--- src/rtl/inst_fetch_buffer_pkg.sv ---
// Shared definitions for the instruction fetch buffer.
// Holds the bus widths and the fetch FSM state encoding. Every file of the
// fetch buffer imports this package.
package inst_fetch_buffer_pkg;

  // Default bus widths: register/PC bus and instruction bus.
  localparam int unsigned REG_BUS_W  = 64;
  localparam int unsigned INST_BUS_W = 32;

  // Fetch FSM states.
  //   IDLE : no fetch outstanding
  //   REQ  : mem_req held, waiting for mem_gnt
  //   WAIT : granted, waiting for mem_rvalid
  //   DROP : granted but killed by a redirect, waiting to swallow the data
  typedef enum logic [1:0] {
    FETCH_IDLE = 2'b00,
    FETCH_REQ  = 2'b01,
    FETCH_WAIT = 2'b10,
    FETCH_DROP = 2'b11
  } fetch_state_e;

endpackage : inst_fetch_buffer_pkg

--- src/rtl/inst_fetch_buffer_fetch_fifo.sv ---
// Synchronous FIFO holding {pc, inst} pairs for the fetch buffer.
// Ports:
//   clk_i, rst_i  : clock, synchronous active-high reset
//   flush_i       : empty the FIFO at the next edge (beats push/pop)
//   push_i/wdata_i: write one entry
//   pop_i         : drop the head entry
//   rdata_o       : head entry (storage is cleared to zero on reset)
//   count_o       : number of entries held
//   empty_o/full_o: occupancy flags
module fetch_fifo
  import inst_fetch_buffer_pkg::*;
#(
  parameter int unsigned DEPTH = 2,
  parameter int unsigned WIDTH = REG_BUS_W + INST_BUS_W
) (
  input  logic                     clk_i,
  input  logic                     rst_i,
  input  logic                     flush_i,
  input  logic                     push_i,
  input  logic [WIDTH-1:0]         wdata_i,
  input  logic                     pop_i,
  output logic [WIDTH-1:0]         rdata_o,
  output logic [$clog2(DEPTH):0]   count_o,
  output logic                     empty_o,
  output logic                     full_o
);

  localparam int unsigned PTR_W = $clog2(DEPTH);
  localparam int unsigned CNT_W = PTR_W + 1;

  logic [WIDTH-1:0] mem_q [DEPTH];
  logic [PTR_W-1:0] wr_ptr_q, wr_ptr_d;
  logic [PTR_W-1:0] rd_ptr_q, rd_ptr_d;
  logic [CNT_W-1:0] count_q, count_d;
  logic             push_en_s;
  logic             pop_en_s;

  assign empty_o = (count_q == {CNT_W{1'b0}});
  assign full_o  = (count_q == CNT_W'(DEPTH));
  assign count_o = count_q;
  assign rdata_o = mem_q[rd_ptr_q];

  // A push into a full FIFO is only accepted when the head leaves the same cycle.
  assign push_en_s = push_i & (~full_o | pop_i);
  assign pop_en_s  = pop_i & ~empty_o;

  // Next-state pointers and count; pointers wrap naturally at DEPTH.
  always_comb begin
    wr_ptr_d = wr_ptr_q;
    rd_ptr_d = rd_ptr_q;
    count_d  = count_q;
    if (flush_i) begin
      wr_ptr_d = {PTR_W{1'b0}};
      rd_ptr_d = {PTR_W{1'b0}};
      count_d  = {CNT_W{1'b0}};
    end else begin
      if (push_en_s) begin
        wr_ptr_d = wr_ptr_q + PTR_W'(1);
      end else begin
        wr_ptr_d = wr_ptr_q;
      end
      if (pop_en_s) begin
        rd_ptr_d = rd_ptr_q + PTR_W'(1);
      end else begin
        rd_ptr_d = rd_ptr_q;
      end
      case ({push_en_s, pop_en_s})
        2'b10:   count_d = count_q + CNT_W'(1);
        2'b01:   count_d = count_q - CNT_W'(1);
        default: count_d = count_q;
      endcase
    end
  end

  // Pointer, count and storage registers.
  always_ff @(posedge clk_i) begin
    if (rst_i) begin
      wr_ptr_q <= {PTR_W{1'b0}};
      rd_ptr_q <= {PTR_W{1'b0}};
      count_q  <= {CNT_W{1'b0}};
      for (int unsigned i = 0; i < DEPTH; i++) begin
        mem_q[i] <= {WIDTH{1'b0}};
      end
    end else begin
      wr_ptr_q <= wr_ptr_d;
      rd_ptr_q <= rd_ptr_d;
      count_q  <= count_d;
      if (push_en_s && !flush_i) begin
        mem_q[wr_ptr_q] <= wdata_i;
      end
    end
  end

endmodule : fetch_fifo

--- src/rtl/inst_fetch_buffer.sv ---
// Instruction fetch buffer between the PC generator and decode.
// Issues one fetch at a time to instruction memory (req/gnt/rvalid), queues
// returned {pc, inst} pairs and hands them to decode with valid/ready.
// A redirect flushes the queue and kills any fetch in flight.
// Ports:
//   clk, rst                : clock, synchronous active-high reset
//   inst_addr, inst_ena     : fetch PC and request from the PC generator
//   redirect                : taken branch/jump resolved downstream
//   if_stall                : PC generator must hold inst_addr
//   mem_req, mem_addr       : memory request (held until mem_gnt)
//   mem_gnt, mem_rvalid,
//   mem_rdata               : memory grant and read response
//   id_valid, id_pc, id_inst: head queue entry to decode
//   id_ready                : decode consumes the head entry
module inst_fetch_buffer
  import inst_fetch_buffer_pkg::*;
#(
  parameter int unsigned ADDR_W = REG_BUS_W,
  parameter int unsigned INST_W = INST_BUS_W,
  parameter int unsigned DEPTH  = 2
) (
  input  logic              clk,
  input  logic              rst,
  input  logic [ADDR_W-1:0] inst_addr,
  input  logic              inst_ena,
  input  logic              redirect,
  output logic              if_stall,
  output logic              mem_req,
  output logic [ADDR_W-1:0] mem_addr,
  input  logic              mem_gnt,
  input  logic              mem_rvalid,
  input  logic [INST_W-1:0] mem_rdata,
  output logic              id_valid,
  output logic [ADDR_W-1:0] id_pc,
  output logic [INST_W-1:0] id_inst,
  input  logic              id_ready
);

  localparam int unsigned CNT_W = $clog2(DEPTH) + 1;
  localparam int unsigned ENT_W = ADDR_W + INST_W;

  fetch_state_e      state_q, state_d;
  logic [ADDR_W-1:0] pend_pc_q, pend_pc_d;
  logic [ADDR_W-1:0] mem_addr_q, mem_addr_d;
  logic              mem_req_q, mem_req_d;
  logic              drop_q, drop_d;     // redirect seen while still in REQ

  logic              push_s;
  logic              pop_s;
  logic              issue_ok_s;
  logic [ENT_W-1:0]  fifo_rdata_s;
  logic [CNT_W-1:0]  fifo_cnt_s;
  logic              fifo_empty_s;
  logic              fifo_full_s;

  // Issue only on the registered count: a same-cycle pop does not free a slot.
  assign issue_ok_s = inst_ena & ~redirect & (fifo_cnt_s < CNT_W'(DEPTH));
  assign if_stall   = inst_ena & ((state_q != FETCH_IDLE) | fifo_full_s | redirect);
  // Flush wins in the FIFO, so a ready during a redirect is harmless.
  assign pop_s      = id_ready & ~fifo_empty_s;

  assign mem_req  = mem_req_q;
  assign mem_addr = mem_addr_q;
  assign id_valid = ~fifo_empty_s;
  assign id_pc    = fifo_rdata_s[ENT_W-1:INST_W];
  assign id_inst  = fifo_rdata_s[INST_W-1:0];

  // Fetch FSM next-state and request logic.
  always_comb begin
    state_d    = state_q;
    pend_pc_d  = pend_pc_q;
    mem_addr_d = mem_addr_q;
    mem_req_d  = mem_req_q;
    drop_d     = drop_q;
    push_s     = 1'b0;
    case (state_q)
      FETCH_IDLE: begin
        if (issue_ok_s) begin
          state_d    = FETCH_REQ;
          pend_pc_d  = inst_addr;
          mem_addr_d = inst_addr;
          mem_req_d  = 1'b1;
          drop_d     = 1'b0;
        end else begin
          state_d    = FETCH_IDLE;
        end
      end
      FETCH_REQ: begin
        // The request stays up until granted; a redirect only marks it dead.
        if (mem_gnt) begin
          mem_req_d = 1'b0;
          drop_d    = 1'b0;
          state_d   = (drop_q || redirect) ? FETCH_DROP : FETCH_WAIT;
        end else if (redirect) begin
          drop_d    = 1'b1;
        end else begin
          drop_d    = drop_q;
        end
      end
      FETCH_WAIT: begin
        if (mem_rvalid) begin
          push_s  = ~redirect;
          state_d = FETCH_IDLE;
        end else if (redirect) begin
          state_d = FETCH_DROP;
        end else begin
          state_d = FETCH_WAIT;
        end
      end
      FETCH_DROP: begin
        if (mem_rvalid) begin
          state_d = FETCH_IDLE;
        end else begin
          state_d = FETCH_DROP;
        end
      end
      default: begin
        state_d   = FETCH_IDLE;
        mem_req_d = 1'b0;
        drop_d    = 1'b0;
      end
    endcase
  end

  // Fetch FSM and memory request registers.
  always_ff @(posedge clk) begin
    if (rst) begin
      state_q    <= FETCH_IDLE;
      pend_pc_q  <= {ADDR_W{1'b0}};
      mem_addr_q <= {ADDR_W{1'b0}};
      mem_req_q  <= 1'b0;
      drop_q     <= 1'b0;
    end else begin
      state_q    <= state_d;
      pend_pc_q  <= pend_pc_d;
      mem_addr_q <= mem_addr_d;
      mem_req_q  <= mem_req_d;
      drop_q     <= drop_d;
    end
  end

  fetch_fifo #(
    .DEPTH (DEPTH),
    .WIDTH (ENT_W)
  ) u_fetch_fifo (
    .clk_i   (clk),
    .rst_i   (rst),
    .flush_i (redirect),
    .push_i  (push_s),
    .wdata_i ({pend_pc_q, mem_rdata}),
    .pop_i   (pop_s),
    .rdata_o (fifo_rdata_s),
    .count_o (fifo_cnt_s),
    .empty_o (fifo_empty_s),
    .full_o  (fifo_full_s)
  );

endmodule : inst_fetch_buffer

--- config.mk ---
export PLATFORM = sky130hd
export DESIGN_NAME = inst_fetch_buffer
export DESIGN_NICKNAME = d
export VERILOG_FILES = /design/src/rtl/inst_fetch_buffer_pkg.sv /design/src/rtl/inst_fetch_buffer_fetch_fifo.sv /design/src/rtl/inst_fetch_buffer.sv
export SDC_FILE = /design/constraint.sdc
export NUM_CORES = 1
export LEC_CHECK = 0
export ABC_AREA = 1
export CORE_ASPECT_RATIO = 0.9
export CORE_UTILIZATION = 50
export CTS_CLUSTER_DIAMETER = 40
export CTS_CLUSTER_SIZE = 28
export DETAILED_ROUTE_END_ITERATION = 16
export PLACE_DENSITY = 0.8
export SYNTH_ARGS = -nofsm -noshare
export SYNTH_HDL_FRONTEND = slang
export SYNTH_HIERARCHICAL = 1
export SYNTH_SLANG_ARGS = --single-unit
export TNS_END_PERCENT = 30
--- constraint.sdc ---
create_clock -name clk -period 4.4 [get_ports clk]
set_input_delay 0.44 -clock clk [delete_from_list [all_inputs] [get_ports clk]]
set_output_delay 0.44 -clock clk [all_outputs]
set_load 0.005 [all_outputs]
==> impl_metrics.toml <==
[global_routing]
grt_max_degree = 98
grt_pass1_vias = 8615
grtUsageTotal = 0.232
antenna_found_initial = 1
grt_first_pass_wirelength_mm = 43.2
overflow = 0

[clock_network]
clock_sinks = 265
cts-root-buf = "clkbuf_16"
cts_tree = "yes"
ctsResizeCount = 0
post_cts_buffers = 0
postCtsHoldBufs = 0
clk_pin_slew_ns = 0.06
cts_buffer_depth = 3
h-tree-depth = 2
cts_buffers = 35
clk-insertion-delay-late_ns = 0.50

[yosys]
ys_warn_count = 6
syn_area_um2 = 11600
syn-instance-count = 1109
synth_top_area_share = 0.497
yosys-top-cells-area = "edfxtp_1, dfxtp_1, nor2_1"
synth_largest_area_cell = "edfxtp_1"
ys_ff_latch = 265
syn-num-nets = 1213
synth.avg_cell_area_um2 = 10.5
seq_area_frac_synth = 0.624
synth_cell_types = 21

[pwr]
p_int_uw = 4840
peakVddDrop_uv = 341
p_switching_uw = 1450
combPwrFrac = 0.098
power_leakage_uw = 0.00615
switching_share = 0.230
total_power_uw = 6290
p_seq_frac = 0.453
clkPwrFrac = 0.449
power_density_nw_per_um2 = 403

[layout]
nFillCells = 1671
multi_input_area_um2 = 3360
seq_area_um2 = 7230
fin_area_um2 = 15600
fin_nets = 1460
area_growth_pct = 34.5
drive_gt1_frac = 0.165
fin_util = 0.688

[setup_path]
path_buf_inv = 2
path_cells = "buf_12 -> mux2_2 -> clkdlybuf4s50_1"
end_kind = "primary output"
rr_worst_depth = 8
cp.arrival_ns = 2.55
start_kind = "flip-flop"
required_ns = 3.96
critical_path_cell_count = 3
path_delay_family = "buffers and inverters"
critPathSlowestCell = "dfxtp_4"
worst-setup-path-type = "flip-flop to primary output"
rr_startpoint = "u_fetch_fifo/count_o[1]$_SDFFE_PP0P_"
slowest_delay_ns = 0.78
worstPathMaxFanout = 50
setup.reg_to_reg.worst_slack_ns = 1.72

[hold_path]
hold_depth = 2
hold_class = "flip-flop to flip-flop"
worstHoldStart = "mem_req$_SDFFE_PP0P_"

[timing]
worst_pin_slew_ns = 1.19
fin_crit_ns = 2.99
tns_ns = 0
hold_viol = 0
setup_violations = 0
final.setup_skew_ns = 0.0167
setup_ws_ns = 1.41
slew_viol_final = 0
rsz0062_at_grt = "no"
fmax_mhz = 335
relSlewSlack = 0.205
period_share = 0.679

[placement]
io_buffers = 265
dp_hpwl_mm = 17.0
place_area_um2 = 14400
gp_congestion = 0.777
place_ws_ns = 1.28

[route]
vias_per_cell = 5.05
vias = 8484
drc = 0
drt_iter0_markers = 482
wirelength_mm = 27.3
drtPass1Iterations = 5
antenna_left = 0
routedWlPerCell_um = 16.3

[die]
die_x_um = 162
fp.dieArea_um2 = 23800
core_area_um2 = 22600
start_util = 0.512
die_y_um = 146
num_rows = 52
top_level_ports = 266

[run]
maxCapViolCount = 0

[run_status]
status = "finished clean"
==> path summary, 6_finish.rpt <==
kind	endpoint
max	id_pc[45]
min	mem_req$_SDFFE_PP0P_
max reg2reg	u_fetch_fifo/mem_q[1][22]$_SDFFCE_PN0P_
min reg2reg	mem_req$_SDFFE_PP0P_
==> cell usage in the layout (no fill, tap or decap) <==
master,Yosys,final
a21oi_1,3,3
buf_12,0,3
buf_4,6,8
bufinv_16,0,3
clkbuf_1,15,2
clkbuf_16,0,37
clkdlybuf4s50_1,0,265
clkinv_1,0,2
clkinv_2,0,2
clkinv_4,0,2
clkinvlp_4,0,6
dfxtp_1,73,72
dfxtp_4,0,1
diode_2,0,1
edfxtp_1,192,192
ha_1,1,1
inv_1,175,173
inv_12,0,1
inv_2,2,4
inv_6,0,5
inv_8,0,2
mux2_2,96,96
nand2_1,84,82
nand2_4,0,2
nand3_1,1,1
nand3_2,3,2
nand3_4,0,1
nand4_1,66,66
nand4_4,0,1
nor2_1,291,290
nor2_2,51,50
nor2_4,0,2
nor3_1,1,1
o21ai_0,3,3
==> flip-flops by register name, summed over array words and instances, names as in the netlist, named ones only <==
signal	flops
drop_q	1
mem_addr	64
mem_req	1
state_q	2
u_fetch_fifo/count_o	2
u_fetch_fifo/mem_q	192
u_fetch_fifo/rd_ptr_q	1
u_fetch_fifo/wr_ptr_q	1
==> cell type report <==
cell class | count | share of cell area
flip-flops and latches | 265 | 0.464
multi-input cells | 601 | 0.216
repair buffers | 276 | 0.178
clock buffers | 39 | 0.0599
inverters | 177 | 0.0426
well taps | 297 | 0.0238
clock inverters | 23 | 0.0162
diodes | 1 | 0.000161
==> power by group through the flow <==
stage / Combinational (µW) / Clock [µW] / Sequential (µW)
global placement: 600 / 0 / 2890
global route: 670 / 2970 / 2860
CTS: 618 / 2880 / 2850
finish: 613 / 2830 / 2850
detailed placement: 610 / 0 / 2900
floorplan: 279 / 0 / 2900
==> synth_stat cells (all sizes together) <==
cell    instances
a21oi           3
buf            51
clkbuf         15
dfxtp          73
edfxtp        192
ha              1
inv           177
mux2           96
nand2          84
nand3           4
nand4          67
nor2          342
nor3            1
o21ai           3
==> layer usage <==
| layer | vias to the layer above | track usage | share of wire |
|---|---|---|---|
| met1 | 4094 | 0.277 | 0.40 |
| met4 | 0 | 0.0981 | 0.029 |
| met2 | 270 | 0.408 | 0.51 |
| li1 | 4066 | - | - |
| met5 | - | 0 | 0 |
| met3 | 54 | 0.0449 | 0.056 |
==> worst reg2reg max path, stage by stage (launching register included) <==
cell,delay (ns)
dfxtp_1,0.37
nor2_1,0.21
nor2_1,0.07
inv_1,0.08
nand3_2,0.15
nand4_4,0.13
buf_4,0.37
buf_4,0.83
nor2_1,0.16
==> per-stage QoR <==
stage / instances / hold slack, ns
CTS: 1678 / 0.472
detailed placement: 1616 / 0.462
finish: 1679 / 0.466
global route: 1679 / 0.491
floorplan: 1109 / 0.449
global placement: 1616 / 0.456
==> cells by family (layout without fill, tap and decap cells) <==
| kind of cell | Yosys count | in the layout | share of synthesized area |
|---|---|---|---|
| and+or+nand+nor | 498 | 498 | 0.189 |
| DFF | 265 | 265 | 0.624 |
| buffers and inverters | 243 | 515 | 0.0904 |
| muxes | 96 | 96 | 0.0933 |
| AOI/OAI and AO/OA | 6 | 6 | 0.00259 |
| adders and majority gates | 1 | 1 | 0.00108 |
| other | 0 | 1 | 0 |
(Power assumes the default switching activity.)
